File: src/rtl/pwm_pkg.sv
// Shared constants and FSM state encoding for the PWM capture path.
package pwm_pkg;

    localparam int unsigned PWM_CNT_W = 16;
    localparam int unsigned PWM_PS_W  = 8;

    typedef enum logic [1:0] {
        S_IDLE = 2'd0,
        S_ARM  = 2'd1,
        S_HIGH = 2'd2,
        S_LOW  = 2'd3
    } pwm_state_e;

endpackage

File: src/rtl/pwm_in_sync.sv
// Synchronizer for the asynchronous PWM input plus edge detection.
module pwm_in_sync
    import pwm_pkg::*;
#(
    parameter int unsigned SYNC_STAGES = 2
) (
    input  logic clk,
    input  logic rst,
    input  logic i_pwm,
    output logic o_pwm_s,
    output logic o_rise,
    output logic o_fall
);

    logic [SYNC_STAGES-1:0] r_sync;
    logic                   r_pwm_d;

    // Shift the raw input through the synchronizer chain and keep a delayed copy.
    always_ff @(posedge clk or posedge rst) begin
        if (rst) begin
            r_sync  <= '0;
            r_pwm_d <= 1'b0;
        end else begin
            r_sync  <= {r_sync[SYNC_STAGES-2:0], i_pwm};
            r_pwm_d <= r_sync[SYNC_STAGES-1];
        end
    end

    assign o_pwm_s = r_sync[SYNC_STAGES-1];
    assign o_rise  = o_pwm_s & ~r_pwm_d;
    assign o_fall  = ~o_pwm_s & r_pwm_d;

endmodule

File: src/rtl/pwm_capture.sv
// Measures period and high time of an external PWM waveform in prescaled clk ticks.
module pwm_capture
    import pwm_pkg::*;
#(
    parameter int unsigned WIDTH       = PWM_CNT_W,
    parameter int unsigned PS_WIDTH    = PWM_PS_W,
    parameter int unsigned SYNC_STAGES = 2
) (
    input  logic                clk,
    input  logic                rst,
    input  logic                pwm_in,
    input  logic                en,
    input  logic                clear,
    input  logic [PS_WIDTH-1:0] prescale,
    output logic [WIDTH-1:0]    period_val,
    output logic [WIDTH-1:0]    duty_val,
    output logic                meas_valid,
    output logic                ovf
);

    pwm_state_e          r_state;
    pwm_state_e          w_state_d;

    logic [PS_WIDTH-1:0] r_ps_cnt;
    logic [PS_WIDTH-1:0] r_ps_lat;
    logic [WIDTH-1:0]    r_per_cnt;
    logic [WIDTH-1:0]    r_hi_cnt;
    logic [WIDTH-1:0]    r_hi_sh;
    logic [WIDTH-1:0]    r_period;
    logic [WIDTH-1:0]    r_duty;
    logic                r_valid;
    logic                r_ovf;

    logic                w_pwm_s;
    logic                w_rise;
    logic                w_fall;
    logic                w_tick;
    logic                w_ps_zero;
    logic                w_counting;
    logic                w_start;
    logic                w_strobe;
    logic                w_latch_hi;
    logic                w_ovf_hit;

    pwm_in_sync #(
        .SYNC_STAGES (SYNC_STAGES)
    ) u_sync (
        .clk     (clk),
        .rst     (rst),
        .i_pwm   (pwm_in),
        .o_pwm_s (w_pwm_s),
        .o_rise  (w_rise),
        .o_fall  (w_fall)
    );

    // Tick on the last cycle of each (prescale+1)-cycle group within the window.
    assign w_tick     = (r_ps_cnt == r_ps_lat);
    assign w_ps_zero  = (prescale == '0);
    assign w_counting = (r_state == S_HIGH) || (r_state == S_LOW);

    // State register.
    always_ff @(posedge clk or posedge rst) begin
        if (rst) begin
            r_state <= S_IDLE;
        end else begin
            r_state <= w_state_d;
        end
    end

    // Next-state logic; disable dominates clear, clear dominates edges and overflow.
    always_comb begin
        w_state_d = r_state;
        if (!en) begin
            w_state_d = S_IDLE;
        end else if (clear) begin
            w_state_d = S_ARM;
        end else begin
            case (r_state)
                S_IDLE: w_state_d = S_ARM;
                S_ARM:  if (w_rise) w_state_d = S_HIGH;
                S_HIGH: begin
                    if (w_ovf_hit) begin
                        w_state_d = S_ARM;
                    end else if (w_fall) begin
                        w_state_d = S_LOW;
                    end
                end
                S_LOW: begin
                    if (w_rise) begin
                        w_state_d = S_HIGH;
                    end else if (w_ovf_hit) begin
                        w_state_d = S_ARM;
                    end
                end
                default: w_state_d = S_IDLE;
            endcase
        end
    end

    // Per-state event decode driving the datapath.
    always_comb begin
        w_start    = 1'b0;
        w_strobe   = 1'b0;
        w_latch_hi = 1'b0;
        w_ovf_hit  = 1'b0;
        if (en && !clear) begin
            case (r_state)
                S_ARM: w_start = w_rise;
                S_HIGH: begin
                    w_ovf_hit  = w_tick && (r_per_cnt == '1);
                    w_latch_hi = w_fall && !w_ovf_hit;
                end
                S_LOW: begin
                    // The rise cycle belongs to the next window, so it cannot overflow this one.
                    w_start   = w_rise;
                    w_strobe  = w_rise;
                    w_ovf_hit = !w_rise && w_tick && (r_per_cnt == '1);
                end
                default: ;
            endcase
        end
    end

    // Prescaler, measurement counters, high-time shadow and result registers.
    always_ff @(posedge clk or posedge rst) begin
        if (rst) begin
            r_ps_cnt  <= '0;
            r_ps_lat  <= '0;
            r_per_cnt <= '0;
            r_hi_cnt  <= '0;
            r_hi_sh   <= '0;
            r_period  <= '0;
            r_duty    <= '0;
            r_valid   <= 1'b0;
            r_ovf     <= 1'b0;
        end else begin
            r_valid <= 1'b0;
            if (clear || !en) begin
                r_ps_cnt  <= '0;
                r_ps_lat  <= '0;
                r_per_cnt <= '0;
                r_hi_cnt  <= '0;
                r_hi_sh   <= '0;
                if (clear) begin
                    r_period <= '0;
                    r_duty   <= '0;
                    r_ovf    <= 1'b0;
                end
            end else if (w_start) begin
                if (w_strobe) begin
                    r_period <= r_per_cnt;
                    r_duty   <= r_hi_sh;
                    r_valid  <= 1'b1;
                    r_ovf    <= 1'b0;
                end
                // The rise cycle is k=0 of the new window and is itself high.
                r_ps_lat  <= prescale;
                r_ps_cnt  <= {{(PS_WIDTH-1){1'b0}}, ~w_ps_zero};
                r_per_cnt <= {{(WIDTH-1){1'b0}}, w_ps_zero};
                r_hi_cnt  <= {{(WIDTH-1){1'b0}}, w_ps_zero};
                r_hi_sh   <= '0;
            end else if (w_ovf_hit) begin
                r_ovf     <= 1'b1;
                r_ps_cnt  <= '0;
                r_ps_lat  <= '0;
                r_per_cnt <= '0;
                r_hi_cnt  <= '0;
                r_hi_sh   <= '0;
            end else if (w_counting) begin
                if (w_tick) begin
                    r_ps_cnt  <= '0;
                    r_per_cnt <= r_per_cnt + 1'b1;
                    if (w_pwm_s) begin
                        r_hi_cnt <= r_hi_cnt + 1'b1;
                    end
                end else begin
                    r_ps_cnt <= r_ps_cnt + 1'b1;
                end
                if (w_latch_hi) begin
                    r_hi_sh <= r_hi_cnt;
                end
            end
        end
    end

    assign period_val = r_period;
    assign duty_val   = r_duty;
    assign meas_valid = r_valid;
    assign ovf        = r_ovf;

endmodule
File: config.mk
export PLATFORM = sky130hd
export DESIGN_NAME = pwm_capture
export DESIGN_NICKNAME = d
export VERILOG_FILES = /design/src/rtl/pwm_pkg.sv /design/src/rtl/pwm_in_sync.sv /design/src/rtl/pwm_capture.sv
export SDC_FILE = /design/constraint.sdc
export NUM_CORES = 1
export LEC_CHECK = 0
export CORE_MARGIN = 1
export CORE_UTILIZATION = 59
export CTS_BUF_LIST = sky130_fd_sc_hd__clkbuf_4
export DETAILED_ROUTE_END_ITERATION = 8
export PLACE_DENSITY = 0.91
export SYNTH_ARGS = -nofsm -noshare
export SYNTH_HDL_FRONTEND = slang
export SYNTH_SLANG_ARGS = --single-unit
File: constraint.sdc
create_clock -name clk -period 3.8 [get_ports clk]
set_input_delay 0.57 -clock clk [delete_from_list [all_inputs] [get_ports clk]]
set_output_delay 0.57 -clock clk [all_outputs]
set_load 0.1 [all_outputs]
==> summary.txt <==
Yosys
  – Synth Flop Type: dfrtp_1
  – Commonest cells in the synthesized netlist: 103 x dfrtp_1, 40 x a22o_1, 33 x nand2_1, 25 x nor2_1, 24 x nand3_1
  – Flops & latches, synth: 103
  – Share of the synthesized area in the top cell type: 55.04%
  – Post-synth EDFFs: 0
  – Post-synthesis sequential area ratio: 55.04%
  – Yosys warns: 0
  – Cell with the most instances after synthesis: dfrtp_1
  – Cells after Synth: 450
  – Ys async rst share: 100.0%
  – Top cells by area, synth: dfrtp_1 55%, a22o_1 7.5%, xor2_1 2.8%
  – Netlist cell types: 46
  – Area leader, netlist: dfrtp_1
  – Avg Cell Area, Syn: between 10 and 15 um2
  – Syn nets: 466
  – Synth Cell Area: approximately 0.0047 mm2

Power
  – Sw power: between 400 and 500 uW
  – Max IR drop VDD: 0.0001923 V
  – Logic pwr share: under 10%
  – Seq pwr share: around 63%
  – Pwr Total: 1.750 mW
  – Pint: 1.280 mW
  – Power per cell area: around 320 mW/mm2
  – Leakage: roughly 2.3 nW
  – Net Sw Frac: between 20 and 30%
  – Clock power share: 30.7%

STA
  – Worst-margin pin slew: 1.232 ns
  – Max_slew headroom: 17.11%
  – Final setup TNS: 0 ns
  – Fin worst setup slack: 1.050 ns
  – Final worst-path cycle share: between 70% and 80%
  – Achievable frequency: ~360 MHz
  – Final hold slack: between 0.3 and 0.4 ns
  – Fin crit period: roughly 2.8 ns
  – Hold Fails Final Rpt: 0
  – Fin. max-slew vios: 0
  – RSZ-0062 raised after global routing: no
  – Setup violators final: 0
  – Worst clock skew: around 0.020 ns

Cells and area
  – Area Growth Syn to Fin: 15.84%
  – Footprint of the multi-input gates: 0.001933 mm2
  – Layout fillers: between 500 and 600
  – Register area: about 0.0026 mm2
  – Layout cells sized above 1: 7.984%
  – Antenna diodes: 0
  – Final Net Count: between 500 and 600
  – Fin util: a little over two thirds

Global routing
  – Initial antenna violation count: 0
  – First-pass GRT wire length: around 18000 um
  – Vias in the first global route: 3759
  – Largest net degree at the start of global routing: slightly below 60
  – Total global-route track usage: between 20% and 30%
  – Global route total overflow: 0

CTS
  – Clock Tree Root: clkbuf_4
  – CTS Hold Buffers Added: 0
  – Reg clk slew, reported paths: approximately 0.17 ns
  – Max Root-Sink Buffers: 2
  – Worst skew pair latency: between 0.4 and 0.5 ns
  – CTS tree: done
  – CTS buffer count: 9
  – Clock sink count: 103
  – Setup Buffers After CTS: 0
  – H-tree levels: 3
  – Post-cts resize count: 0

Hold path
  – Worst Hold End: u_sync.r_sync[1]$_DFF_PP0_
  – Hold path depth: 0
  – Hold Path Origin: u_sync.r_sync[0]$_DFF_PP0_
  – Hold WC Path Type: reg2reg

Drt
  – Drt via density: roughly 6.5
  – Antenna Nets Post-Route: 0
  – Total wire length: about 11000 um
  – Drt wl/cell: roughly 18 um
  – DRC Markers: 0
  – Via Count: approximately 4000
  – Iteration count of the initial detailed-routing pass: 6
  – Detailed Route Iter0 Violations: 470
  – Highest metal used: met4
  – M1 wire length: between 4000 and 5000 um
  – Met3 wire len: 768 um
  – Met2 wire length: 5241 um

Die
  – Num rows: 32
  – Die Wd: roughly 90 um
  – Core Region: roughly 0.0077 mm2
  – Die height: 91.10 um
  – Io pins: 47
  – Initial core utilization: between 60% and 70%
  – Die ar.: roughly 0.0083 mm2

Placed design
  – Dpl hpwl: between 7000 and 8000 um
  – Gpl congestion: 0.9205
  – Port Buffers: between 40 and 50
  – Worst slack at placement: around 1.1 ns

Critical path
  – R2R depth: 5
  – CP Capture Type: flop
  – Startpoint class of the critical path: flop
  – Worst r2r src: r_ps_cnt[0]$_DFFE_PP0P_
  – Crit path arrival time: 3.11 ns
  – Setup slack, reg-to-reg: around 1.0 ns
  – Crit Path Category: reg2reg
  – Crit path max fanout: 11
  – Critical R2R Capture: r_ps_lat[1]$_DFFE_PP0P_
  – Required time of the worst setup path: around 4.2 ns

Status
  – Status: complete, no violations

Flow run
  – Max Cap Viol: 0
## cells by family (layout without fill, tap and decap cells)
kind of cell             after synthesis  in the layout  share of synthesized area [%]
flip-flops                           103            103                          55.04
buffers and inverters                 48             99                          3.981
XOR/XNOR                              22             22                          4.114
AND/OR/NAND/NOR                      153            153                          17.61
AO/OA/AOI/OAI                        121            121                          18.46
adder cells (fa/ha/maj)                3              3                         0.8016
## layout make-up
| cell class | instances | area share [%] |
|---|---|---|
| sequential | 103 | 47.51 |
| multi-input combinational | 299 | 35.63 |
| timing repair buffer | 60 | 10.42 |
| tap | 102 | 2.352 |
| inverter | 23 | 1.637 |
| clock buffer | 9 | 1.245 |
| clock inverter | 7 | 1.199 |
## layout by cell type, fill, tap and decap left out, types with 4 or more instances in the layout
cell type / n
dfrtp_1: 103
clkdlybuf4s50_1: 46
a22o_1: 40
nand2_1: 33
nand3_1: 24
nor2_1: 24
inv_1: 21
a21oi_1: 19
o22ai_1: 17
xor2_1: 15
nand4_1: 14
o21ai_0: 14
buf_4: 14
or4_1: 10
clkbuf_4: 9
nor4_1: 8
xnor2_1: 7
nor3_1: 7
o21a_1: 6
o31ai_1: 5
nand3b_1: 4
and3_1: 4
o211ai_1: 4
and4_1: 4
or3_1: 4
## how the worst max path moves through the flow
stage	to	start
after floorplan	duty_val[0]$_DFFE_PP0P_	rst
after global placement	r_ps_lat[1]$_DFFE_PP0P_	en
after detailed placement	r_ps_lat[7]$_DFFE_PP0P_	en
after CTS	r_ps_lat[1]$_DFFE_PP0P_	r_ps_cnt[0]$_DFFE_PP0P_
after global routing	r_ps_lat[0]$_DFFE_PP0P_	r_per_cnt[4]$_DFFE_PP0P_
final	r_ps_lat[1]$_DFFE_PP0P_	r_ps_cnt[0]$_DFFE_PP0P_
## power groups by stage
stage / registers, mW / clock network [mW] / logic (mW)
3_5_place_dp: 1.13 / 0 / 0.103
6_report: 1.11 / 0.538 / 0.103
4_1_cts: 1.11 / 0.554 / 0.103
2_1_floorplan: 1.13 / 0 / 0.0628
5_1_grt: 1.11 / 0.595 / 0.114
3_3_place_gp: 1.13 / 0 / 0.0994
## sequential cells by signal (all words and copies together) (netlist names)
register / flops
u_sync.r_sync: 2
period_val: 16
duty_val: 16
r_per_cnt: 16
r_hi_sh: 16
ovf: 1
r_ps_lat: 8
meas_valid: 1
r_ps_cnt: 8
r_state: 2
u_sync.r_pwm_d: 1
r_hi_cnt: 16
## critical path, stage by stage (launching register included)
cell	delay, ns
dfrtp_1	0.47
xor2_1	0.19
or4_1	0.72
nor4_1	0.60
nor2_1	0.35
a22o_1	0.31
## metrics by stage
step                      std cells  area, um2
after global routing            603       5425
after floorplan                 450       4683
after CTS                       603       5425
after detailed placement        587       5293
after global placement          587       5293
final                           603       5425
## routing by layer
layer / global-route usage, % / up-vias
met4: 11.38 / 0
met5: 0 / -
met1: 38.08 / 1924
met3: 3.936 / 23
met2: 45.20 / 209
li1: - / 1769
Power figures use the tool's default switching activity.
